==> src/rtl/ps2_pkg.sv <==
// Shared scancode constants, prefix FSM states and direction encoding for the
// PS/2 direction decoder.
package ps2_pkg;

  localparam logic [7:0] ScExt     = 8'hE0;
  localparam logic [7:0] ScBrk     = 8'hF0;

  localparam logic [7:0] ScP0Up    = 8'h1D;
  localparam logic [7:0] ScP0Left  = 8'h1C;
  localparam logic [7:0] ScP0Down  = 8'h1B;
  localparam logic [7:0] ScP0Right = 8'h23;

  localparam logic [7:0] ScP1Up    = 8'h75;
  localparam logic [7:0] ScP1Left  = 8'h6B;
  localparam logic [7:0] ScP1Down  = 8'h72;
  localparam logic [7:0] ScP1Right = 8'h74;

  typedef enum logic [1:0] {
    StIdle,
    StExt,
    StBrk,
    StExtBrk
  } ps2_state_e;

  typedef enum logic [1:0] {
    DirUp    = 2'd0,
    DirRight = 2'd1,
    DirDown  = 2'd2,
    DirLeft  = 2'd3
  } dir_e;

  typedef struct packed {
    logic hit;
    dir_e dir;
  } key_map_t;

  function automatic key_map_t map_p0(input logic [7:0] code);
    key_map_t m;
    m.hit = 1'b1;
    m.dir = DirUp;
    case (code)
      ScP0Up:    m.dir = DirUp;
      ScP0Right: m.dir = DirRight;
      ScP0Down:  m.dir = DirDown;
      ScP0Left:  m.dir = DirLeft;
      default:   m.hit = 1'b0;
    endcase
    return m;
  endfunction

  function automatic key_map_t map_p1(input logic [7:0] code);
    key_map_t m;
    m.hit = 1'b1;
    m.dir = DirUp;
    case (code)
      ScP1Up:    m.dir = DirUp;
      ScP1Right: m.dir = DirRight;
      ScP1Down:  m.dir = DirDown;
      ScP1Left:  m.dir = DirLeft;
      default:   m.hit = 1'b0;
    endcase
    return m;
  endfunction

endpackage

==> src/rtl/player_dir_arbiter.sv <==
// Per-player held-key tracking: last pressed direction wins, and releasing the
// current key falls back to a remaining held key (up > right > down > left).
module player_dir_arbiter
  import ps2_pkg::*;
(
  input  logic       clk_i,
  input  logic       rst_ni,
  input  logic       make_i,
  input  logic       brk_i,
  input  dir_e       dir_i,
  input  logic       clear_i,
  output logic [3:0] onehot_o
);

  logic [3:0] held_q, held_d;
  dir_e       cur_q, cur_d;
  logic       valid_q, valid_d;

  always_comb begin
    held_d  = held_q;
    cur_d   = cur_q;
    valid_d = valid_q;
    if (clear_i) begin
      held_d  = '0;
      valid_d = 1'b0;
    end else if (make_i) begin
      // A typematic repeat of an already-held key must not steal focus.
      if (!held_q[dir_i]) begin
        held_d[dir_i] = 1'b1;
        cur_d         = dir_i;
        valid_d       = 1'b1;
      end
    end else if (brk_i && held_q[dir_i]) begin
      held_d[dir_i] = 1'b0;
      if (valid_q && (cur_q == dir_i)) begin
        valid_d = |held_d;
        if (held_d[0]) begin
          cur_d = DirUp;
        end else if (held_d[1]) begin
          cur_d = DirRight;
        end else if (held_d[2]) begin
          cur_d = DirDown;
        end else if (held_d[3]) begin
          cur_d = DirLeft;
        end
      end
    end
  end

  always_comb begin
    onehot_o = '0;
    if (valid_q) begin
      onehot_o[cur_q] = 1'b1;
    end
  end

  always_ff @(posedge clk_i) begin
    if (!rst_ni) begin
      held_q  <= '0;
      cur_q   <= DirUp;
      valid_q <= 1'b0;
    end else begin
      held_q  <= held_d;
      cur_q   <= cur_d;
      valid_q <= valid_d;
    end
  end

endmodule

==> src/rtl/ps2_dir_decoder.sv <==
// PS/2 scancode to two-player direction levels (WASD-style and arrow keys).
// Define KEY_TIMEOUT_EN to clear held keys after TIMEOUT_CYCLES without a byte.
module ps2_dir_decoder
  import ps2_pkg::*;
#(
  parameter int unsigned TIMEOUT_CYCLES = 32'd50000000
) (
  input  logic       clock,
  input  logic       reset,
  input  logic       ps2_key_pressed,
  input  logic [7:0] ps2_out,
  output logic       upSig,
  output logic       rightSig,
  output logic       downSig,
  output logic       leftSig,
  output logic       upSig2,
  output logic       rightSig2,
  output logic       downSig2,
  output logic       leftSig2
);

  logic       key_q;
  logic       accept;
  ps2_state_e state_q, state_d;
  key_map_t   map0, map1;
  logic       make0, brk0, make1, brk1;
  logic       clear;
  logic [3:0] p0_dir, p1_dir;

  assign accept = ps2_key_pressed & ~key_q;
  assign map0   = map_p0(ps2_out);
  assign map1   = map_p1(ps2_out);

  always_comb begin
    state_d = state_q;
    make0   = 1'b0;
    brk0    = 1'b0;
    make1   = 1'b0;
    brk1    = 1'b0;
    if (clear) begin
      state_d = StIdle;
    end else if (accept) begin
      case (state_q)
        StIdle: begin
          if (ps2_out == ScExt) begin
            state_d = StExt;
          end else if (ps2_out == ScBrk) begin
            state_d = StBrk;
          end else begin
            make0 = map0.hit;
          end
        end
        StExt: begin
          if (ps2_out == ScBrk) begin
            state_d = StExtBrk;
          end else begin
            state_d = StIdle;
            make1   = map1.hit;
          end
        end
        StBrk: begin
          state_d = StIdle;
          brk0    = map0.hit;
        end
        StExtBrk: begin
          state_d = StIdle;
          brk1    = map1.hit;
        end
        default: state_d = StIdle;
      endcase
    end
  end

  always_ff @(posedge clock) begin
    if (!reset) begin
      key_q   <= 1'b0;
      state_q <= StIdle;
    end else begin
      key_q   <= ps2_key_pressed;
      state_q <= state_d;
    end
  end

`ifdef KEY_TIMEOUT_EN
  logic [31:0] idle_q, idle_d;

  // Clear fires once, on the edge the counter lands on the limit; it then holds.
  always_comb begin
    idle_d = idle_q;
    clear  = 1'b0;
    if (accept) begin
      idle_d = '0;
    end else if (idle_q != TIMEOUT_CYCLES) begin
      idle_d = idle_q + 32'd1;
      clear  = (idle_d == TIMEOUT_CYCLES);
    end
  end

  always_ff @(posedge clock) begin
    if (!reset) begin
      idle_q <= '0;
    end else begin
      idle_q <= idle_d;
    end
  end
`else
  logic unused_timeout;
  assign unused_timeout = ^TIMEOUT_CYCLES;
  assign clear          = 1'b0;
`endif

  player_dir_arbiter u_p0 (
    .clk_i    (clock),
    .rst_ni   (reset),
    .make_i   (make0),
    .brk_i    (brk0),
    .dir_i    (map0.dir),
    .clear_i  (clear),
    .onehot_o (p0_dir)
  );

  player_dir_arbiter u_p1 (
    .clk_i    (clock),
    .rst_ni   (reset),
    .make_i   (make1),
    .brk_i    (brk1),
    .dir_i    (map1.dir),
    .clear_i  (clear),
    .onehot_o (p1_dir)
  );

  assign upSig     = p0_dir[0];
  assign rightSig  = p0_dir[1];
  assign downSig   = p0_dir[2];
  assign leftSig   = p0_dir[3];
  assign upSig2    = p1_dir[0];
  assign rightSig2 = p1_dir[1];
  assign downSig2  = p1_dir[2];
  assign leftSig2  = p1_dir[3];

endmodule
==> config.mk <==
export PLATFORM = sky130hd
export DESIGN_NAME = ps2_dir_decoder
export DESIGN_NICKNAME = d
export VERILOG_FILES = /design/src/rtl/ps2_pkg.sv /design/src/rtl/player_dir_arbiter.sv /design/src/rtl/ps2_dir_decoder.sv
export SDC_FILE = /design/constraint.sdc
export NUM_CORES = 1
export LEC_CHECK = 0
export BUFFER_PORTS_ARGS = -buffer_cell sky130_fd_sc_hd__buf_2
export CORE_MARGIN = 2
export CORE_UTILIZATION = 35
export DETAILED_ROUTE_END_ITERATION = 6
export REMOVE_ABC_BUFFERS = 1
export SLEW_MARGIN = 10
export SYNTH_ARGS = -nofsm -noshare
export SYNTH_HDL_FRONTEND = slang
export SYNTH_SLANG_ARGS = --single-unit
==> constraint.sdc <==
create_clock -name clock -period 6.85 [get_ports clock]
set_input_delay 1.0275 -clock clock [delete_from_list [all_inputs] [get_ports clock]]
set_output_delay 1.0275 -clock clock [all_outputs]
set_load 0.01 [all_outputs]
==> flow_summary.toml <==
[final_layout]
layout.nets = 203
final_cells = 239
area_growth_pct = 12.70
fin_area_sq_um = 1565
drive_above_1_share = 0.1675
diodes = 0

[sta]
worst_pin_slew_ns = 0.4443
post-route-period-util = 0.4473
min_period_ns = 3.064
fmaxAchievable_ghz = 0.3264
maxSlewHeadroom = 0.7025
fin_ws_ns = 3.786
slew_viol_final = 0
rsz0062_at_grt = "no"
hold_violations = 0
setup_viol = 0
tns_ns = 0
skew_ns = 0.006045

[synth]
ys_types = 52
ys_ff_latch = 17
ys_warn_count = 0
seq_area_frac_synth = 0.2450
synth_area_sq_um = 1389
yosys.area_share.simple = 0.4360
synth_area_per_cell_sq_um = 7.982
ys_async_sr_fraction = 0
synth_edf_count = 0
synthAdderAreaFrac = 0
synth_compound_area_frac = 0.2928
synth_top_family_by_area = "simple AND/OR/NAND/NOR gates"
muxShareOfSynthArea = 0
synth-xor-area-share = 0.006306
syn_inst = 174
ys.flop_type = "dfxtp_1"

[worst_setup_path]
critical_path_required_ns = 6.99
crit_fanout = 9
critPathKind = "in2reg"
timing.rr.start = "state_q[0]"
cp.arrival_ns = 3.21
setup.worst_path.start = "ps2_out[7]"
start_kind = "input pin"
cp-end-kind = "flop"
slowest_stage = "a2111oi_4"
crit_path_max_incr_delay_ns = 0.52
critPathTopFamily = "simple AND/OR/NAND/NOR gates"
cp_cell_sequence = "buf_2 > nor4b_4 > nand4b_4 > a2111oi_4 > o21a_4 > nand2_4 > or3_1 > o2111a_1"
critical_path_buf_inv_count = 1

[clocking]
h-tree-depth = 1
clock_path_buffers = 2
cts_resized = 0
cts_tree = "yes"
clock_latency_ns = 0.25
cts_buffers = 3
postCtsSetupBuffers = 0
cts_hold_buf = 0
cts.sink_count = 17
clockRootBuffer = "clkbuf_8"
path_clk_slew_ns = 0.07

[floorplan]
die_w_um = 66.99
initial_core_util = 0.3710
io_pins = 19
num_rows = 22
die_h_um = 66.99
die_area_sq_um = 4488
core_sq_um = 3744

[pwr]
swShare = 0.2489
max-vdd-ir-drop_uv = 66.57
p_comb_frac = 0.110
p_per_area_nw_per_um2 = 125.8
switchingPower_mw = 0.04901
p_leak_nw = 0.5532
seq_power_share = 0.504
internal_power_mw = 0.1479
p_clk_frac = 0.386

[grt]
grt_max_degree = 18
overflow = 0
antenna_found_initial = 0
gr-usage-all-layers = 0.1584
grt_pass1_vias = 1152
grt_pass1_wl_mm = 5.430

[placed_design]
portBuffers = 18
place_congestion = 0.8701
dp_cells = 235
place_area_sq_um = 1519
dp_slack_ns = 3.496
place_hpwl_mm = 2.463

[detailed_routing]
drc_errors = 0
first_iter_violations = 109
wl_per_cell_um = 13.51
dr_total_vias = 1359
first_pass_iters = 4
wirelength_mm = 3.230
vias_per_cell = 5.686
ant_nets = 0

[hold_path]
worstHoldPathType = "reg2reg"

[run_status]
status = "complete, no violations"

[job]
maxCapViolCount = 0
power groups by stage:
stage                     clock network [mW]  logic [mW]  registers, mW
after global placement                     0      0.0218          0.102
after floorplan                            0      0.0107          0.102
after detailed placement                   0      0.0219          0.102
final                                 0.0759      0.0217         0.0993
after global routing                  0.0825      0.0240         0.0993
after CTS                             0.0787      0.0219         0.0992
through the flow:
step / hold WS, ns / utilization / total power, mW
3_5_place_dp: 0.4982 / 0.4057 / 0.1234
4_1_cts: 0.5110 / 0.4181 / 0.1998
3_3_place_gp: 0.5004 / 0.4057 / 0.1234
5_1_grt: 0.5498 / 0.4181 / 0.2058
2_1_floorplan: 0.4686 / - / 0.1122
6_report: 0.5174 / 0.4181 / 0.1969
cells by family (layout without fill, tap and decap cells):
logic type | count (synthesis) | after routing
compound gates | 52 | 52
xor+xnor | 1 | 1
buf+inv | 7 | 24
flops | 17 | 17
simple gates | 97 | 97
metal layers:
metal / GRT usage / routed length [um] / up-vias
met3: 0.02196 / 189 / 2
met5: 0 / 0 / -
li1: - / - / 704
met4: 0.05357 / 23 / 0
met2: 0.2363 / 1388 / 39
met1: 0.2308 / 1628 / 614
worst register-to-register path, delay by kind of cell (launching register included):
kind,cells,cell delay (ns)
AND/OR/NAND/NOR,5,1.37
AO/OA/AOI/OAI,1,0.14
flip-flops,1,0.37
cells in the final DEF (no fill, tap or decap), types with 2 or more instances in the layout:
cell	n
inv_1	2
o21ai_0	11
nand2_1	19
a32oi_1	3
o21a_1	4
and4bb_2	2
dfxtp_1	17
a22o_1	4
and3b_1	2
and2_1	2
a21oi_1	3
a21boi_0	7
o221a_1	2
nor2b_1	6
a31oi_1	6
nor3_1	7
and3_1	3
nor3b_1	2
or3_1	4
nor4b_1	2
clkbuf_8	3
nand4_1	5
o31a_1	2
o2111a_1	2
nor2_1	13
buf_2	18
o22a_1	2
nand3_1	6
a22oi_1	2
nand2b_1	6
and2b_1	2
synth_stat cells, types with 2 or more instances:
| cell type | count | area (sq um) |
|---|---|---|
| nand4_1 | 5 | 31.28 |
| nor3b_1 | 2 | 15.01 |
| o21a_1 | 4 | 30.03 |
| dfxtp_1 | 17 | 340.3 |
| nor2b_1 | 6 | 37.54 |
| a32oi_1 | 3 | 26.28 |
| nand2_1 | 19 | 71.32 |
| nand3_1 | 6 | 30.03 |
| nand2b_1 | 6 | 37.54 |
| o22a_1 | 2 | 17.52 |
| o31a_1 | 2 | 17.52 |
| a22o_1 | 4 | 35.03 |
| and4bb_2 | 2 | 25.02 |
| nor2_1 | 13 | 48.80 |
| clkbuf_1 | 4 | 15.01 |
| a31oi_1 | 6 | 37.54 |
| a22oi_1 | 2 | 15.01 |
| a21boi_0 | 7 | 52.55 |
| o21ai_0 | 11 | 55.05 |
| and3b_1 | 2 | 17.52 |
| and2_1 | 2 | 12.51 |
| and2b_1 | 2 | 15.01 |
| or3_1 | 4 | 25.02 |
| inv_1 | 2 | 7.510 |
| o221a_1 | 2 | 22.52 |
| nor4b_1 | 2 | 17.52 |
| nor3_1 | 7 | 35.03 |
| o2111a_1 | 2 | 22.52 |
| and3_1 | 3 | 18.77 |
| a21oi_1 | 3 | 15.01 |
worst paths after layout:
| kind | to | depth (start not counted) | slack (ns) |
|---|---|---|---|
| setup / recovery | u_p0.cur_q[0] | 8 | 3.79 |
| hold / removal | flop | 2 | 0.52 |
| hold reg to reg | flop | 2 | 0.52 |
| setup reg to reg | u_p0.cur_q[0] | 6 | 4.85 |
layout make-up:
cell class / count / area (sq um)
clock buffer: 3 / 41.29
clock inverter: 1 / 5.005
fill: 390 / 2178
inverter: 2 / 7.507
multi-input combinational: 150 / 1021
sequential: 17 / 340.3
tap: 48 / 60.06
timing repair buffer: 18 / 90.09
(Power assumes the default switching activity.)
